File: src/rtl/clk_div_prog_if.sv
// -----------------------------------------------------------------------------
// clk_div_prog_if
// Bundles the control and status signals of the programmable clock divider.
//   master : drives en, div_val, div_load, frame_len; observes the outputs
//   slave  : the divider itself (receives controls, drives tick, sclk_sq,
//            frame, div_ack, div_err, cnt)
// -----------------------------------------------------------------------------
interface clk_div_prog_if #(
    parameter int DIV_W = 8,
    parameter int FRM_W = 16
);
    logic             en;         // count enable, 0 freezes all counters
    logic [DIV_W-1:0] div_val;    // requested divisor (period in clk cycles)
    logic             div_load;   // one-cycle request to load div_val
    logic [FRM_W-1:0] frame_len;  // ticks per frame, 0 disables frame output
    logic             tick;       // one-clk pulse per divisor period
    logic             sclk_sq;    // square wave at clk/div
    logic             frame;      // pulse with the last tick of each frame
    logic             div_ack;    // pending divisor took effect
    logic             div_err;    // load request rejected
    logic [DIV_W-1:0] cnt;        // current cycle-counter value

    modport master (
        output en, div_val, div_load, frame_len,
        input  tick, sclk_sq, frame, div_ack, div_err, cnt
    );

    modport slave (
        input  en, div_val, div_load, frame_len,
        output tick, sclk_sq, frame, div_ack, div_err, cnt
    );
endinterface

File: src/rtl/clk_div_prog.sv
// -----------------------------------------------------------------------------
// clk_div_prog
// Programmable clock divider with a tick pulse, a registered square wave and
// a framing pulse every frame_len ticks. A new divisor is staged in a pending
// register and only takes effect at a period boundary, so periods are never
// cut short while counting.
//   clk  : system clock, all state changes on the rising edge
//   rst  : synchronous, active-high reset
//   bus  : clk_div_prog_if.slave (controls in, tick/sclk_sq/frame/div_ack/
//          div_err/cnt out)
// All outputs are registers; each output register is loaded with the value
// that matches the counter state it will be shown alongside, so tick is high
// exactly while cnt == div-1 and sclk_sq == (cnt < div/2).
// -----------------------------------------------------------------------------
module clk_div_prog #(
    parameter int DIV_W       = 8,
    parameter int FRM_W       = 16,
    parameter int DEFAULT_DIV = 133
) (
    input  logic           clk,
    input  logic           rst,
    clk_div_prog_if.slave  bus
);

    localparam logic [DIV_W-1:0] DIV_RST  = DIV_W'(DEFAULT_DIV);
    localparam logic [DIV_W-1:0] DIV_ONE  = DIV_W'(1);
    localparam logic [DIV_W-1:0] DIV_MIN  = DIV_W'(2);
    localparam logic [FRM_W-1:0] FRM_ONE  = FRM_W'(1);

    // state
    logic [DIV_W-1:0] div_q, div_d;            // active divisor
    logic [DIV_W-1:0] pend_val_q, pend_val_d;  // staged divisor
    logic             pend_q, pend_d;          // staged divisor valid
    logic [DIV_W-1:0] cnt_q, cnt_d;
    logic [FRM_W-1:0] fcnt_q, fcnt_d;
    logic             tick_q, tick_d;
    logic             sclk_q, sclk_d;
    logic             frame_q, frame_d;
    logic             ack_q, ack_d;
    logic             err_q, err_d;

    // decode
    logic load_ok;
    logic load_bad;
    logic at_last;
    logic wrap;
    logic apply;

    always_comb begin
        load_ok  = bus.div_load && (bus.div_val >= DIV_MIN);
        load_bad = bus.div_load && (bus.div_val <  DIV_MIN);
        // >= rather than == so a counter left above a freshly applied
        // smaller divisor can never run on past it.
        at_last  = (cnt_q >= (div_q - DIV_ONE));
        wrap     = bus.en && at_last;
        // While stopped there is no period boundary to wait for, so a
        // pending divisor goes in on the next edge.
        apply    = pend_q && (wrap || !bus.en);

        div_d      = div_q;
        pend_val_d = pend_val_q;
        pend_d     = pend_q;
        cnt_d      = cnt_q;
        fcnt_d     = fcnt_q;
        frame_d    = 1'b0;
        ack_d      = 1'b0;
        err_d      = load_bad;

        if (apply) begin
            div_d  = pend_val_q;
            pend_d = 1'b0;
            ack_d  = 1'b1;
        end

        // Evaluated after apply so a load landing on the apply edge becomes
        // the next pending value instead of being lost.
        if (load_ok) begin
            pend_val_d = bus.div_val;
            pend_d     = 1'b1;
        end

        if (bus.en) begin
            cnt_d = wrap ? '0 : cnt_q + DIV_ONE;
        end else if (apply && (cnt_q > (pend_val_q - DIV_ONE))) begin
            // Divisor shrank while stopped: park on the last count so the
            // first enabled edge wraps cleanly.
            cnt_d = pend_val_q - DIV_ONE;
        end

        tick_d = bus.en && (cnt_d == (div_d - DIV_ONE));
        sclk_d = (cnt_d < (div_d >> 1));

        if (bus.frame_len == '0) begin
            fcnt_d = '0;
        end else if (tick_d) begin
            // >= also catches frame_len lowered below the running count.
            if (fcnt_q >= (bus.frame_len - FRM_ONE)) begin
                fcnt_d  = '0;
                frame_d = 1'b1;
            end else begin
                fcnt_d = fcnt_q + FRM_ONE;
            end
        end
    end

    always_ff @(posedge clk) begin
        if (rst) begin
            div_q      <= DIV_RST;
            pend_val_q <= DIV_RST;
            pend_q     <= 1'b0;
            cnt_q      <= '0;
            fcnt_q     <= '0;
            tick_q     <= 1'b0;
            sclk_q     <= 1'b0;
            frame_q    <= 1'b0;
            ack_q      <= 1'b0;
            err_q      <= 1'b0;
        end else begin
            div_q      <= div_d;
            pend_val_q <= pend_val_d;
            pend_q     <= pend_d;
            cnt_q      <= cnt_d;
            fcnt_q     <= fcnt_d;
            tick_q     <= tick_d;
            sclk_q     <= sclk_d;
            frame_q    <= frame_d;
            ack_q      <= ack_d;
            err_q      <= err_d;
        end
    end

    assign bus.tick    = tick_q;
    assign bus.sclk_sq = sclk_q;
    assign bus.frame   = frame_q;
    assign bus.div_ack = ack_q;
    assign bus.div_err = err_q;
    assign bus.cnt     = cnt_q;

endmodule

File: src/flat_wrapper.sv
// flat-port wrapper written by rule: the top's interface ports become plain ports
module clk_div_prog_flat 
#(
    parameter int DIV_W       = 8,
    parameter int FRM_W       = 16,
    parameter int DEFAULT_DIV = 133
)
  (clk, rst, bus_en, bus_div_val, bus_div_load, bus_frame_len, bus_tick, bus_sclk_sq, bus_frame, bus_div_ack, bus_div_err, bus_cnt);
  clk_div_prog_if #(.DIV_W(DIV_W), .FRM_W(FRM_W)) bus_i ();
  input  logic clk;
  input  logic rst;
  input wire logic [$bits(bus_i.en)-1:0] bus_en;
  input wire logic [$bits(bus_i.div_val)-1:0] bus_div_val;
  input wire logic [$bits(bus_i.div_load)-1:0] bus_div_load;
  input wire logic [$bits(bus_i.frame_len)-1:0] bus_frame_len;
  output wire logic [$bits(bus_i.tick)-1:0] bus_tick;
  output wire logic [$bits(bus_i.sclk_sq)-1:0] bus_sclk_sq;
  output wire logic [$bits(bus_i.frame)-1:0] bus_frame;
  output wire logic [$bits(bus_i.div_ack)-1:0] bus_div_ack;
  output wire logic [$bits(bus_i.div_err)-1:0] bus_div_err;
  output wire logic [$bits(bus_i.cnt)-1:0] bus_cnt;
  assign bus_i.en = bus_en;
  assign bus_i.div_val = bus_div_val;
  assign bus_i.div_load = bus_div_load;
  assign bus_i.frame_len = bus_frame_len;
  assign bus_tick = bus_i.tick;
  assign bus_sclk_sq = bus_i.sclk_sq;
  assign bus_frame = bus_i.frame;
  assign bus_div_ack = bus_i.div_ack;
  assign bus_div_err = bus_i.div_err;
  assign bus_cnt = bus_i.cnt;
  clk_div_prog #(.DIV_W(DIV_W), .FRM_W(FRM_W), .DEFAULT_DIV(DEFAULT_DIV)) u_core (.clk(clk), .rst(rst), .bus(bus_i));
endmodule
File: config.mk
export PLATFORM = sky130hd
export DESIGN_NAME = clk_div_prog_flat
export DESIGN_NICKNAME = d
export VERILOG_FILES = /design/src/rtl/clk_div_prog_if.sv /design/src/rtl/clk_div_prog.sv /design/src/flat_wrapper.sv
export SDC_FILE = /design/constraint.sdc
export NUM_CORES = 1
export LEC_CHECK = 0
export ABC_CLOCK_PERIOD_IN_PS = 4300
export CAP_MARGIN = 20
export CORE_AREA = 3 3 84 86
export DETAILED_ROUTE_END_ITERATION = 8
export DIE_AREA = 0 0 87 89
export DONT_BUFFER_PORTS = 1
export GPL_ROUTABILITY_DRIVEN = 0
export PLACE_DENSITY = 0.78
export SKIP_CTS_REPAIR_TIMING = 1
export SYNTH_ARGS = -nofsm -noshare
export SYNTH_HDL_FRONTEND = slang
export SYNTH_SLANG_ARGS = --single-unit
File: constraint.sdc
create_clock -name clk -period 4.3 [get_ports clk]
set_input_delay 0.86 -clock clk [delete_from_list [all_inputs] [get_ports clk]]
set_output_delay 0.86 -clock clk [all_outputs]
set_load 0.03 [all_outputs]
==> results.sh <==
export IMPL_status="finished with violations"
export IMPL_violations="negative setup slack"
export IMPL_netlist_area_sq_mm=0.00370
export IMPL_whs_path_depth=2
export IMPL_final_design_area_no_fill_sq_mm=0.00449
export IMPL_dr_pass1_iters=6
export IMPL_yosysUniqueCellTypes=63
export IMPL_synth_edf_count=0
export IMPL_synth_seq_cells=46
export IMPL_die_area_sq_mm=0.00774
export IMPL_cap_viol_max_count=0
export IMPL_cts_max_path_buffers=2
export IMPL_wire_per_inst_um=17.7
export IMPL_antenna_cells=0
export IMPL_tritoncts="yes"
export IMPL_grt_pass1_wl_um=15900
export IMPL_leakage_nw=1.93
export IMPL_die_w_um=87
export IMPL_viasPerCell=6.29
export IMPL_hpwl_um=7510
export IMPL_hold_violations=0
export IMPL_placed_area_sq_mm=0.00415
export IMPL_max_clock_freq_ghz=0.226
export IMPL_nFillCells=460
export IMPL_initial_core_util_pct=58.3
export IMPL_fin_crit_ns=4.42
export IMPL_drt_iter0_markers=210
export IMPL_first_global_vias=3388
export IMPL_syn_instance_count=442
export IMPL_clk_latency_ns=0.31
export IMPL_grt_usage_pct=25.6
export IMPL_synth_warnings=0
export IMPL_layout_common_cells="buf_4 (49), dfxtp_1 (44), ha_1 (43), nor2_1 (35), nand2_1 (31)"
export IMPL_timing_rr_start="u_core.pend_val_q[5]"
export IMPL_via_count=3581
export IMPL_clk_pin_slew_worst_paths_ns=0.09
export IMPL_avgSynthCellArea_sq_um=8.38
export IMPL_timing_rr_end="u_core.fcnt_q[8]"
export IMPL_fp_dieH_um=89
export IMPL_vdd_drop_max_mv=0.191
export IMPL_fin_cells=569
export IMPL_hold_start="u_core.pend_val_q[1]"
export IMPL_crit_type="reg2reg"
export IMPL_numPortBuffers=0
export IMPL_ys_seq_area_share_pct=24.9
export IMPL_grt_ovfl_total=0
export IMPL_worst_pin_slew_ns=0.536
export IMPL_rsz0062_at_grt="true"
export IMPL_synthArstFlopShare_pct=0
export IMPL_min_period_over_period_pct=103
export IMPL_antenna_found_initial=0
export IMPL_layout_drive_gt1_share_pct=23.4
export IMPL_slew_violations=0
export IMPL_synth_ff_type="dfxtp_1"
export IMPL_total_power_mw=0.964
export IMPL_final_common_cell="buf_4"
export IMPL_whs_endpoint="u_core.pend_val_q[1]"
export IMPL_cellPowerDensity_mw_per_mm2=215
export IMPL_core_area_sq_mm=0.00635
export IMPL_routed_wl_um=10100
export IMPL_area_growth_pct=21.2
export IMPL_rr_worst_depth=16
export IMPL_grt_max_degree=31
export IMPL_dp_cells=558
export IMPL_fin_ws_ns=-0.122
export IMPL_cts_root_buf="clkbuf_8"
export IMPL_setup_viol=15
export IMPL_hold_ws_ns=0.503
export IMPL_critPathArrivalTime_ns=4.66
export IMPL_io_pins=41
export IMPL_crit_path_end_kind="flop"
export IMPL_critical_path_max_fanout=7
export IMPL_fin_nets=563
export IMPL_row_count=29
export IMPL_worstPathRequired_ns=4.54
export IMPL_crit_path_start_kind="flop"
export IMPL_cts_sinks=46
export IMPL_rrSetupSlack_ns=-0.12
export IMPL_drc_errors=0
export IMPL_cts_buffers=5
export IMPL_drt_antenna_violating_nets=0
export IMPL_slew_headroom_pct=64.0
export IMPL_h_tree_depth=2
export IMPL_hold_path_class="reg2reg"
export IMPL_clock_skew_final_ns=0.00576
export IMPL_synth_nets=514
[cell usage after synthesis (all sizes together) (3+ instances only)]
cell    number  area [sq um]
a211oi      12           100
or4b         4          40.0
ha          44           551
o21ai       19          98.9
nor4         7          50.1
a211o        4          35.0
dfxtp       46           921
and2         4          25.0
o31ai        7          52.6
nand3       10          50.1
nand2b       6          37.5
xnor2       23           209
inv         20          75.1
nand4        6          52.6
and3        11          73.8
xor2        10          87.6
nor2b        7          43.8
nor2        38           145
nand2       31           116
nor3        20           100
mux2i       12           120
a21o        11          82.6
o22ai        3          18.8
a21oi       22           118
or2          5          31.3
or3          8          50.1
buf          5          43.8
clkbuf       8          30.0
or4         11          90.1
[worst max-delay path, stage by stage (launching register included)]
cell and delay, ns:
dfxtp_2 0.32, or4_4 0.57, nor4_4 0.32, xnor2_2 0.13, ha_1 0.31, o21a_2 0.14, a21oi_2 0.06, a21o_1 0.19
or2_4 0.29, a311o_2 0.41, xnor2_2 0.18, mux2i_1 0.23, mux2_4 0.18, nand4_4 0.14, buf_12 0.19, or4b_1 0.51
a21oi_1 0.17
[worst max-delay path by stage]
stage | slack [ns] | from | endpoint
finish | -0.12 | u_core.pend_val_q[5] | u_core.fcnt_q[8]
floorplan | 0.02 | u_core.div_q[0] | u_core.fcnt_q[7]
CTS | -0.20 | u_core.div_q[0] | u_core.fcnt_q[13]
global route | -0.32 | u_core.pend_val_q[5] | u_core.fcnt_q[15]
global placement | -0.03 | u_core.pend_val_q[2] | u_core.fcnt_q[13]
detailed placement | -0.16 | u_core.div_q[0] | u_core.fcnt_q[13]
[per-layer routing]
metal / share of wire (%) / global-route usage (%) / vias up
met2: 48 / 42.3 / 130
met1: 45 / 35.2 / 1706
met5: 0 / 0 / -
li1: - / - / 1733
met4: 1.1 / 5.95 / 0
met3: 6.2 / 3.96 / 12
[metrics by stage]
step | utilization, % | setup slack (ns) | TNS, ns
final | 70.7 | -0.122 | -1.21
after global routing | 70.7 | -0.322 | -4.90
after CTS | 67.1 | -0.197 | -1.98
after detailed placement | 65.4 | -0.161 | -1.18
after global placement | 65.4 | -0.0302 | -0.137
after floorplan | - | 0.0198 | 0
[cell type report]
| type | count | area, sq um | share of cell area, % |
|---|---|---|---|
| multi-input combinational | 363 | 2810 | 62.7 |
| sequential | 46 | 923 | 20.6 |
| timing repair buffer | 55 | 472 | 10.5 |
| tap | 77 | 96.3 | 2.15 |
| inverter | 20 | 75.1 | 1.67 |
| clock buffer | 6 | 72.6 | 1.62 |
| clock inverter | 2 | 37.5 | 0.836 |
[flip-flops by register name, summed over array words and instances (netlist names)]
signal	flops
u_core.bus.tick	1
u_core.div_q	8
u_core.bus.div_ack	1
u_core.bus.sclk_sq	1
u_core.bus.cnt	8
u_core.pend_q	1
u_core.pend_val_q	8
u_core.fcnt_q	16
u_core.bus.div_err	1
u_core.bus.frame	1
[power breakdown]
part           leakage, nW  switching (mW)  total, mW  internal, mW
clock network       0.0514           0.152      0.325         0.173
registers            0.375          0.0133      0.449         0.436
logic                 1.50          0.0990      0.189        0.0903
[logic make-up (layout without fill, tap and decap cells)]
| kind of cell | after synthesis | after routing | synth area share [%] |
|---|---|---|---|
| compound gates | 98 | 98 | 18.5 |
| buf+inv | 33 | 83 | 4.02 |
| flops | 46 | 46 | 24.9 |
| fa+ha+maj | 44 | 44 | 14.9 |
| xor+xnor | 33 | 33 | 8.01 |
| simple gates | 174 | 174 | 25.8 |
| mux | 14 | 14 | 3.95 |
Power figures use the tool's default switching activity.
